<file path="src/rtl/hwpe_ctrl_reqrsp_initiator.sv">
`default_nettype none
// ============================================================================
// Module   : hwpe_ctrl_reqrsp_initiator
// Function : Drives one HWPE job over a reqrsp control port: optional soft
//            clear, parameter push, trigger, JOBID read, STATUS poll, pull.
// Revision : 1.0 - initial release
// ============================================================================
module hwpe_ctrl_reqrsp_initiator #(
  parameter int unsigned            ADDR_WIDTH  = 32,
  parameter int unsigned            DATA_WIDTH  = 64,
  parameter logic [ADDR_WIDTH-1:0]  BASE_ADDR   = '0,
  parameter int unsigned            NB_REGISTER = 16,
  parameter int unsigned            POLL_GAP    = 4,
  parameter int unsigned            POLL_MAX    = 1024,
  parameter int unsigned            CLR_WAIT    = 4
) (
  input  logic                          clk_i,
  input  logic                          rst_i,
  input  logic                          job_valid_i,
  output logic                          job_ready_o,
  input  logic                          job_clear_i,
  input  logic [$clog2(NB_REGISTER):0]  job_n_push_i,
  input  logic [$clog2(NB_REGISTER):0]  job_n_pull_i,
  input  logic                          push_valid_i,
  output logic                          push_ready_o,
  input  logic [DATA_WIDTH-1:0]         push_data_i,
  output logic                          pull_valid_o,
  input  logic                          pull_ready_i,
  output logic [DATA_WIDTH-1:0]         pull_data_o,
  output logic                          cfg_q_valid_o,
  output logic                          cfg_q_write_o,
  output logic [ADDR_WIDTH-1:0]         cfg_q_addr_o,
  output logic [DATA_WIDTH-1:0]         cfg_q_data_o,
  input  logic                          cfg_q_ready_i,
  input  logic                          cfg_p_valid_i,
  input  logic [DATA_WIDTH-1:0]         cfg_p_data_i,
  output logic                          busy_o,
  output logic                          done_o,
  output logic                          err_o,
  output logic [15:0]                   job_id_o
);

  localparam int unsigned c_cnt_w    = $clog2(NB_REGISTER) + 1;
  localparam int unsigned c_poll_w   = $clog2(POLL_MAX + 1);
  localparam int unsigned c_wait_max = (POLL_GAP > CLR_WAIT) ? POLL_GAP : ((CLR_WAIT > 0) ? CLR_WAIT : 1);
  localparam int unsigned c_wait_w   = $clog2(c_wait_max + 1);
  localparam int unsigned c_clr_last = (CLR_WAIT > 0) ? CLR_WAIT - 1 : 0;
  localparam int unsigned c_gap_last = (POLL_GAP > 0) ? POLL_GAP - 1 : 0;

  localparam logic [2:0] c_reg_trigger = 3'd0;
  localparam logic [2:0] c_reg_status  = 3'd1;
  localparam logic [2:0] c_reg_jobid   = 3'd2;
  localparam logic [2:0] c_reg_softclr = 3'd3;
  localparam logic [2:0] c_reg_push    = 3'd4;
  localparam logic [2:0] c_reg_pull    = 3'd5;

  typedef enum logic [3:0] {
    S_IDLE, S_CLR_REQ, S_CLR_RSP, S_CLR_WAIT, S_PUSH, S_TRIG, S_JID_REQ, S_JID_RSP,
    S_POLL_REQ, S_POLL_RSP, S_POLL_WAIT, S_PULL_REQ, S_PULL_RSP, S_PULL_OUT, S_FIN
  } state_e;

  state_e                  state_q, state_d;
  logic [c_cnt_w-1:0]      cnt_q, cnt_d;
  logic [c_cnt_w-1:0]      n_push_q, n_push_d;
  logic [c_cnt_w-1:0]      n_pull_q, n_pull_d;
  logic [c_poll_w-1:0]     poll_cnt_q, poll_cnt_d;
  logic [c_wait_w-1:0]     wait_q, wait_d;
  logic                    err_q, err_d;
  logic [15:0]             job_id_q, job_id_d;
  logic [DATA_WIDTH-1:0]   pull_data_q, pull_data_d;

  logic [c_cnt_w-1:0]      w_n_push, w_n_pull, w_cnt_inc;
  logic [2:0]              w_q_idx;
  logic                    w_q_valid;
  state_e                  w_after_clr;

  assign w_n_push    = (job_n_push_i > c_cnt_w'(NB_REGISTER)) ? c_cnt_w'(NB_REGISTER) : job_n_push_i;
  assign w_n_pull    = (job_n_pull_i > c_cnt_w'(NB_REGISTER)) ? c_cnt_w'(NB_REGISTER) : job_n_pull_i;
  assign w_cnt_inc   = cnt_q + c_cnt_w'(1);
  assign w_after_clr = (n_push_q == '0) ? S_TRIG : S_PUSH;

  always_comb begin
    state_d       = state_q;
    cnt_d         = cnt_q;
    n_push_d      = n_push_q;
    n_pull_d      = n_pull_q;
    poll_cnt_d    = poll_cnt_q;
    wait_d        = wait_q;
    err_d         = err_q;
    job_id_d      = job_id_q;
    pull_data_d   = pull_data_q;
    w_q_valid     = 1'b0;
    w_q_idx       = c_reg_trigger;
    cfg_q_write_o = 1'b0;
    cfg_q_data_o  = '0;
    push_ready_o  = 1'b0;
    pull_valid_o  = 1'b0;
    done_o        = 1'b0;
    err_o         = 1'b0;
    job_ready_o   = 1'b0;

    unique case (state_q)
      S_IDLE: begin
        job_ready_o = !rst_i;
        if (job_valid_i) begin
          n_push_d   = w_n_push;
          n_pull_d   = w_n_pull;
          cnt_d      = '0;
          poll_cnt_d = '0;
          wait_d     = '0;
          err_d      = 1'b0;
          state_d    = job_clear_i ? S_CLR_REQ : ((w_n_push == '0) ? S_TRIG : S_PUSH);
        end
      end
      // Soft clear is decoded by the slave on a read-type access.
      S_CLR_REQ: begin
        w_q_valid = 1'b1;
        w_q_idx   = c_reg_softclr;
        if (cfg_q_ready_i) state_d = S_CLR_RSP;
      end
      S_CLR_RSP: begin
        if (cfg_p_valid_i) begin
          wait_d  = '0;
          state_d = (CLR_WAIT == 0) ? w_after_clr : S_CLR_WAIT;
        end
      end
      S_CLR_WAIT: begin
        if (wait_q == c_wait_w'(c_clr_last)) state_d = w_after_clr;
        else                                  wait_d  = wait_q + c_wait_w'(1);
      end
      S_PUSH: begin
        w_q_valid     = push_valid_i;
        w_q_idx       = c_reg_push;
        cfg_q_write_o = 1'b1;
        cfg_q_data_o  = push_data_i;
        push_ready_o  = cfg_q_ready_i;
        if (push_valid_i && cfg_q_ready_i) begin
          cnt_d = w_cnt_inc;
          if (w_cnt_inc == n_push_q) begin
            cnt_d   = '0;
            state_d = S_TRIG;
          end
        end
      end
      S_TRIG: begin
        w_q_valid     = 1'b1;
        w_q_idx       = c_reg_trigger;
        cfg_q_write_o = 1'b1;
        if (cfg_q_ready_i) state_d = S_JID_REQ;
      end
      S_JID_REQ: begin
        w_q_valid = 1'b1;
        w_q_idx   = c_reg_jobid;
        if (cfg_q_ready_i) state_d = S_JID_RSP;
      end
      S_JID_RSP: begin
        if (cfg_p_valid_i) begin
          job_id_d = cfg_p_data_i[15:0];
          state_d  = S_POLL_REQ;
        end
      end
      S_POLL_REQ: begin
        w_q_valid = 1'b1;
        w_q_idx   = c_reg_status;
        if (cfg_q_ready_i) state_d = S_POLL_RSP;
      end
      S_POLL_RSP: begin
        if (cfg_p_valid_i) begin
          if (!cfg_p_data_i[0]) begin
            cnt_d   = '0;
            state_d = (n_pull_q == '0) ? S_FIN : S_PULL_REQ;
          end else begin
            if (poll_cnt_q != c_poll_w'(POLL_MAX)) poll_cnt_d = poll_cnt_q + c_poll_w'(1);
            if (poll_cnt_q >= c_poll_w'(POLL_MAX - 1)) begin
              err_d   = 1'b1;
              state_d = S_FIN;
            end else begin
              wait_d  = '0;
              state_d = S_POLL_WAIT;
            end
          end
        end
      end
      S_POLL_WAIT: begin
        if (wait_q == c_wait_w'(c_gap_last)) state_d = S_POLL_REQ;
        else                                  wait_d  = wait_q + c_wait_w'(1);
      end
      S_PULL_REQ: begin
        w_q_valid = 1'b1;
        w_q_idx   = c_reg_pull;
        if (cfg_q_ready_i) state_d = S_PULL_RSP;
      end
      S_PULL_RSP: begin
        if (cfg_p_valid_i) begin
          pull_data_d = cfg_p_data_i;
          state_d     = S_PULL_OUT;
        end
      end
      S_PULL_OUT: begin
        pull_valid_o = 1'b1;
        if (pull_ready_i) begin
          cnt_d   = w_cnt_inc;
          state_d = (w_cnt_inc == n_pull_q) ? S_FIN : S_PULL_REQ;
        end
      end
      S_FIN: begin
        done_o  = 1'b1;
        err_o   = err_q;
        state_d = S_IDLE;
      end
      default: state_d = S_IDLE;
    endcase
  end

  assign cfg_q_valid_o = w_q_valid;
  // Address is forced to zero when no request is presented so idle outputs stay quiet.
  assign cfg_q_addr_o  = w_q_valid ? (BASE_ADDR + {{(ADDR_WIDTH-5){1'b0}}, w_q_idx, 2'b00}) : '0;
  assign busy_o        = (state_q != S_IDLE);
  assign job_id_o      = job_id_q;
  assign pull_data_o   = pull_data_q;

  always_ff @(posedge clk_i or posedge rst_i) begin
    if (rst_i) begin
      state_q     <= S_IDLE;
      cnt_q       <= '0;
      n_push_q    <= '0;
      n_pull_q    <= '0;
      poll_cnt_q  <= '0;
      wait_q      <= '0;
      err_q       <= 1'b0;
      job_id_q    <= '0;
      pull_data_q <= '0;
    end else begin
      state_q     <= state_d;
      cnt_q       <= cnt_d;
      n_push_q    <= n_push_d;
      n_pull_q    <= n_pull_d;
      poll_cnt_q  <= poll_cnt_d;
      wait_q      <= wait_d;
      err_q       <= err_d;
      job_id_q    <= job_id_d;
      pull_data_q <= pull_data_d;
    end
  end

endmodule
`default_nettype wire

</file>
<file path="config.mk">
export PLATFORM = sky130hd
export DESIGN_NAME = hwpe_ctrl_reqrsp_initiator
export DESIGN_NICKNAME = d
export VERILOG_FILES = /design/src/rtl/hwpe_ctrl_reqrsp_initiator.sv
export SDC_FILE = /design/constraint.sdc
export NUM_CORES = 1
export LEC_CHECK = 0
export BUFFER_PORTS_ARGS = -buffer_cell sky130_fd_sc_hd__buf_2
export CORE_ASPECT_RATIO = 0.6
export CORE_UTILIZATION = 42
export CTS_BUF_LIST = sky130_fd_sc_hd__clkbuf_4
export CTS_CLUSTER_SIZE = 20
export DETAILED_ROUTE_END_ITERATION = 10
export GPL_TIMING_DRIVEN = 1
export PLACE_DENSITY = 0.87
export RECOVER_POWER = 100
export SKIP_CTS_REPAIR_TIMING = 1
export SYNTH_ARGS = -nofsm -noshare
export SYNTH_HDL_FRONTEND = slang
export SYNTH_SLANG_ARGS = --single-unit
</file>
<file path="constraint.sdc">
create_clock -name clk_i -period 3.5 [get_ports clk_i]
set_input_delay 0.7 -clock clk_i [delete_from_list [all_inputs] [get_ports clk_i]]
set_output_delay 0.7 -clock clk_i [all_outputs]
set_load 0.02 [all_outputs]
</file>
==> results by group <==
Timing
  – Shortest period the worst path allows: 3180 ps
  – Final worst-path cycle share: 90.7%
  – Final setup violation count: 0
  – Final count of pins violating max slew: 157
  – Max Freq: 315 MHz
  – Number of failing hold endpoints at the final stage: 0
  – Setup TNS: 0 ps
  – Least-Margin Pin Slew: 2040 ps
  – Setup WS post-layout: 324 ps
  – RSZ-0062 raised after global routing: false
  – Clk_skew: 21.3 ps
  – Headroom to the max-slew limit: -35.8%

Critical path
  – CP Data Arrival Time: 2480 ps
  – Crit Path Class: flip-flop to output port
  – Critical path data required time: 2800 ps
  – Critical Path Sink Type: output port
  – Crit path max fanout: 68
  – Type of element launching the critical path: flip-flop

Logic synthesis
  – Number of distinct library cell variants in the gate-level netlist after synthesis: 63
  – Area fraction of the dominant cell type after synthesis: 46.6%
  – Total standard cell area after synthesis: 6130 µm²
  – Dominant synthesized flop cell: sky130_fd_sc_hd__dfrtp_1
  – Count leader, synth: sky130_fd_sc_hd__dfrtp_1
  – Number of instances in the synthesized netlist: 577
  – Commonest cells in the netlist: sky130_fd_sc_hd__dfrtp_1 (114), sky130_fd_sc_hd__mux2_2 (72), sky130_fd_sc_hd__and2_1 (70)
  – Share of async-settable or async-resettable flops after synthesis: 100%
  – Post-synthesis area per instance: 10.6 µm²
  – Number of synthesized register bits: 114
  – Top area cells in the synthesized netlist: sky130_fd_sc_hd__dfrtp_1 (47%), sky130_fd_sc_hd__mux2_2 (13%), sky130_fd_sc_hd__and2_1 (7.1%)
  – Part of the Yosys area used for sequential elements: 46.6%
  – Leading area contributor after synthesis: sky130_fd_sc_hd__dfrtp_1
  – Number of enable-type register cells in the synthesized netlist: 0
  – Number of warnings printed during yosys synthesis: 0

Route
  – Count of antenna-violating nets left after detailed routing: 0
  – Initial drt markers: 264
  – Average wire per standard cell: 15.8 µm
  – Number of vias per cell after detailed routing: 4.83
  – Number of vias after detailed routing: 5172
  – # DRC: 0
  – DRT Pass-1 Iters: 4
  – Aggregate routed wire length: 16900 µm

Power
  – Leakage power summed over all cells: 3.82 nW
  – Max rail drop VDD: 0.372 mV
  – Total power density per cell area: 853 nW/µm²

Global routing
  – Via count of the first global-routing pass: 4781
  – Initial antenna violation count: 0
  – Total congestion overflow after global routing: 0
  – Total routing resource utilization after global routing: 21.7%
  – Maximum number of pins on one net before global-route repair: 91
  – First-pass GRT wire length: 24600 µm

Floorplan
  – Die Wd: 158 µm
  – Die height: 95.6 µm
  – Standard cell core area: 14000 µm²
  – Placement row count: 33
  – Starting density of the core: 43.9%
  – Die area: 15100 µm²
  – Top Ports: 330

Placed design
  – Number of input and output port buffers inserted: 300
  – RD Place Congestion: 0.873
  – Half-perimeter wire length after placement: 13100 µm
  – Worst setup slack after placement: 884 ps

Layout
  – Register Area: 2850 µm²
  – Area Growth Syn to Fin: 26.6%
  – Area of combinational cells with multiple inputs: 2930 µm²
  – N_diodes: 0
  – Total Nets Final: 1017
  – Layout cells sized above 1: 32.4%
  – FILL cells: 1364

Status
  – Violated checks: capacitance limit, slew limit
  – Run status: finished, violations left

Job
  – Maximum capacitance violations: 2

Clock tree
  – Clock buffer count from CTS: 17
  – Deepest level of the CTS H-tree: 4
  – Sinks on Clock Net: 114
  – Deepest clock path buffer count: 2
  – Worst skew pair latency: 490 ps
  – Root buffer cell: sky130_fd_sc_hd__clkbuf_4
  – Clock tree from TritonCTS: built
  – Clock transition time at the flip-flop clock pins of the worst setup and hold paths: 110 ps

Hold path
  – Worst hold path type: primary input to async pin
-- critical path: stages (launching register included) --
cell	delay, ps
sky130_fd_sc_hd__dfrtp_1	750
sky130_fd_sc_hd__nor4b_4	300
sky130_fd_sc_hd__buf_4	470
sky130_fd_sc_hd__and2_1	210
sky130_fd_sc_hd__clkbuf_1	230
-- registers in the layout, indices dropped and copies added (netlist names) --
| signal | flops |
|---|---|
| cnt_q | 5 |
| err_q | 1 |
| job_id_o | 16 |
| n_pull_q | 5 |
| n_push_q | 5 |
| poll_cnt_q | 11 |
| pull_data_o | 64 |
| state_q | 4 |
| wait_q | 3 |
-- per-stage QoR --
stage                     hold WS (ps)  power [mW]  std cells  instance area (µm²)  utilization [%]
after floorplan                    457        4.64        605                 6240                -
after global placement             459        5.60       1039                 7650             54.8
after detailed placement           474        5.73       1039                 7650             54.8
after CTS                          220        6.85       1071                 7980             57.2
after global routing               365        7.08       1071                 7760             55.6
final                              379        6.62       1071                 7760             55.6
-- where the power goes --
part           switching [mW]  internal [mW]
sequential              0.464           1.85
clock                   0.518          0.585
combinational            2.03           1.17
total                    3.01           3.61
-- worst paths after layout --
kind,startpoint,to,slack [ps],cells after the start
min reg2reg,wait_q[0]$_DFFE_PP0P_,wait_q[0]$_DFFE_PP0P_,490,1
max reg2reg,state_q[3]$_DFFE_PP0P_,pull_data_o[20]$_DFFE_PP0P_,370,5
max,state_q[2]$_DFFE_PP0P_,cfg_q_data_o[60],320,4
min in group clk_i,cfg_p_data_i[48],pull_data_o[48]$_DFFE_PP0P_,430,2
max in group asynchronous,rst_i,pull_data_o[20]$_DFFE_PP0P_,620,3
min,rst_i,pull_data_o[59]$_DFFE_PP0P_,380,2
-- cell type report --
class                           count  area share, %
Clock buffer                       19           1.84
Inverter                           12          0.597
Clock inverter                     13           2.37
Timing Repair Buffer              303           17.5
Sequential cell                   114           36.8
Tap cell                          192           3.10
Multi-Input combinational cell    418           37.8
-- metal layers --
layer	global-route usage, %	share of wire, %	vias to the layer above
met5	0	0	-
met4	5.05	0.64	0
met3	6.18	6.2	13
met2	34.6	48	171
met1	29.2	46	2499
li1	-	-	2489
-- cell families (layout without fill, tap and decap cells) --
family | count (synthesis) | after routing | share of synthesized area [%]
mux | 82 | 82 | 15.0
xor+xnor | 20 | 20 | 2.86
simple gates | 218 | 218 | 19.7
other cells | 1 | 29 | 0.0612
fa+ha+maj | 6 | 6 | 1.18
buf+inv | 73 | 347 | 6.96
compound gates | 63 | 63 | 7.68
flops | 114 | 114 | 46.6
-- placed cells by master (no fill, tap or decap), types with 4 or more instances in the layout --
cell / instances
sky130_fd_sc_hd__clkbuf_4: 19
sky130_fd_sc_hd__nand2b_1: 8
sky130_fd_sc_hd__and2_1: 44
sky130_fd_sc_hd__nor4_1: 4
sky130_fd_sc_hd__nor2b_1: 6
sky130_fd_sc_hd__mux2_1: 7
sky130_fd_sc_hd__clkbuf_1: 129
sky130_fd_sc_hd__bufinv_16: 4
sky130_fd_sc_hd__a21oi_1: 11
sky130_fd_sc_hd__nor3_1: 6
sky130_fd_sc_hd__mux2_2: 72
sky130_fd_sc_hd__ha_1: 5
sky130_fd_sc_hd__conb_1: 29
sky130_fd_sc_hd__dfrtp_1: 114
sky130_fd_sc_hd__nand3b_1: 9
sky130_fd_sc_hd__nand3_1: 6
sky130_fd_sc_hd__and2_0: 26
sky130_fd_sc_hd__xor2_1: 13
sky130_fd_sc_hd__nand2_1: 45
sky130_fd_sc_hd__o21ai_0: 13
sky130_fd_sc_hd__a21o_1: 7
sky130_fd_sc_hd__and3_1: 4
sky130_fd_sc_hd__buf_2: 171
sky130_fd_sc_hd__a211oi_1: 4
sky130_fd_sc_hd__or3_1: 5
sky130_fd_sc_hd__inv_1: 10
sky130_fd_sc_hd__xnor2_1: 7
sky130_fd_sc_hd__nor2_1: 33
No activity file was read; power rests on OpenSTA's default activity.
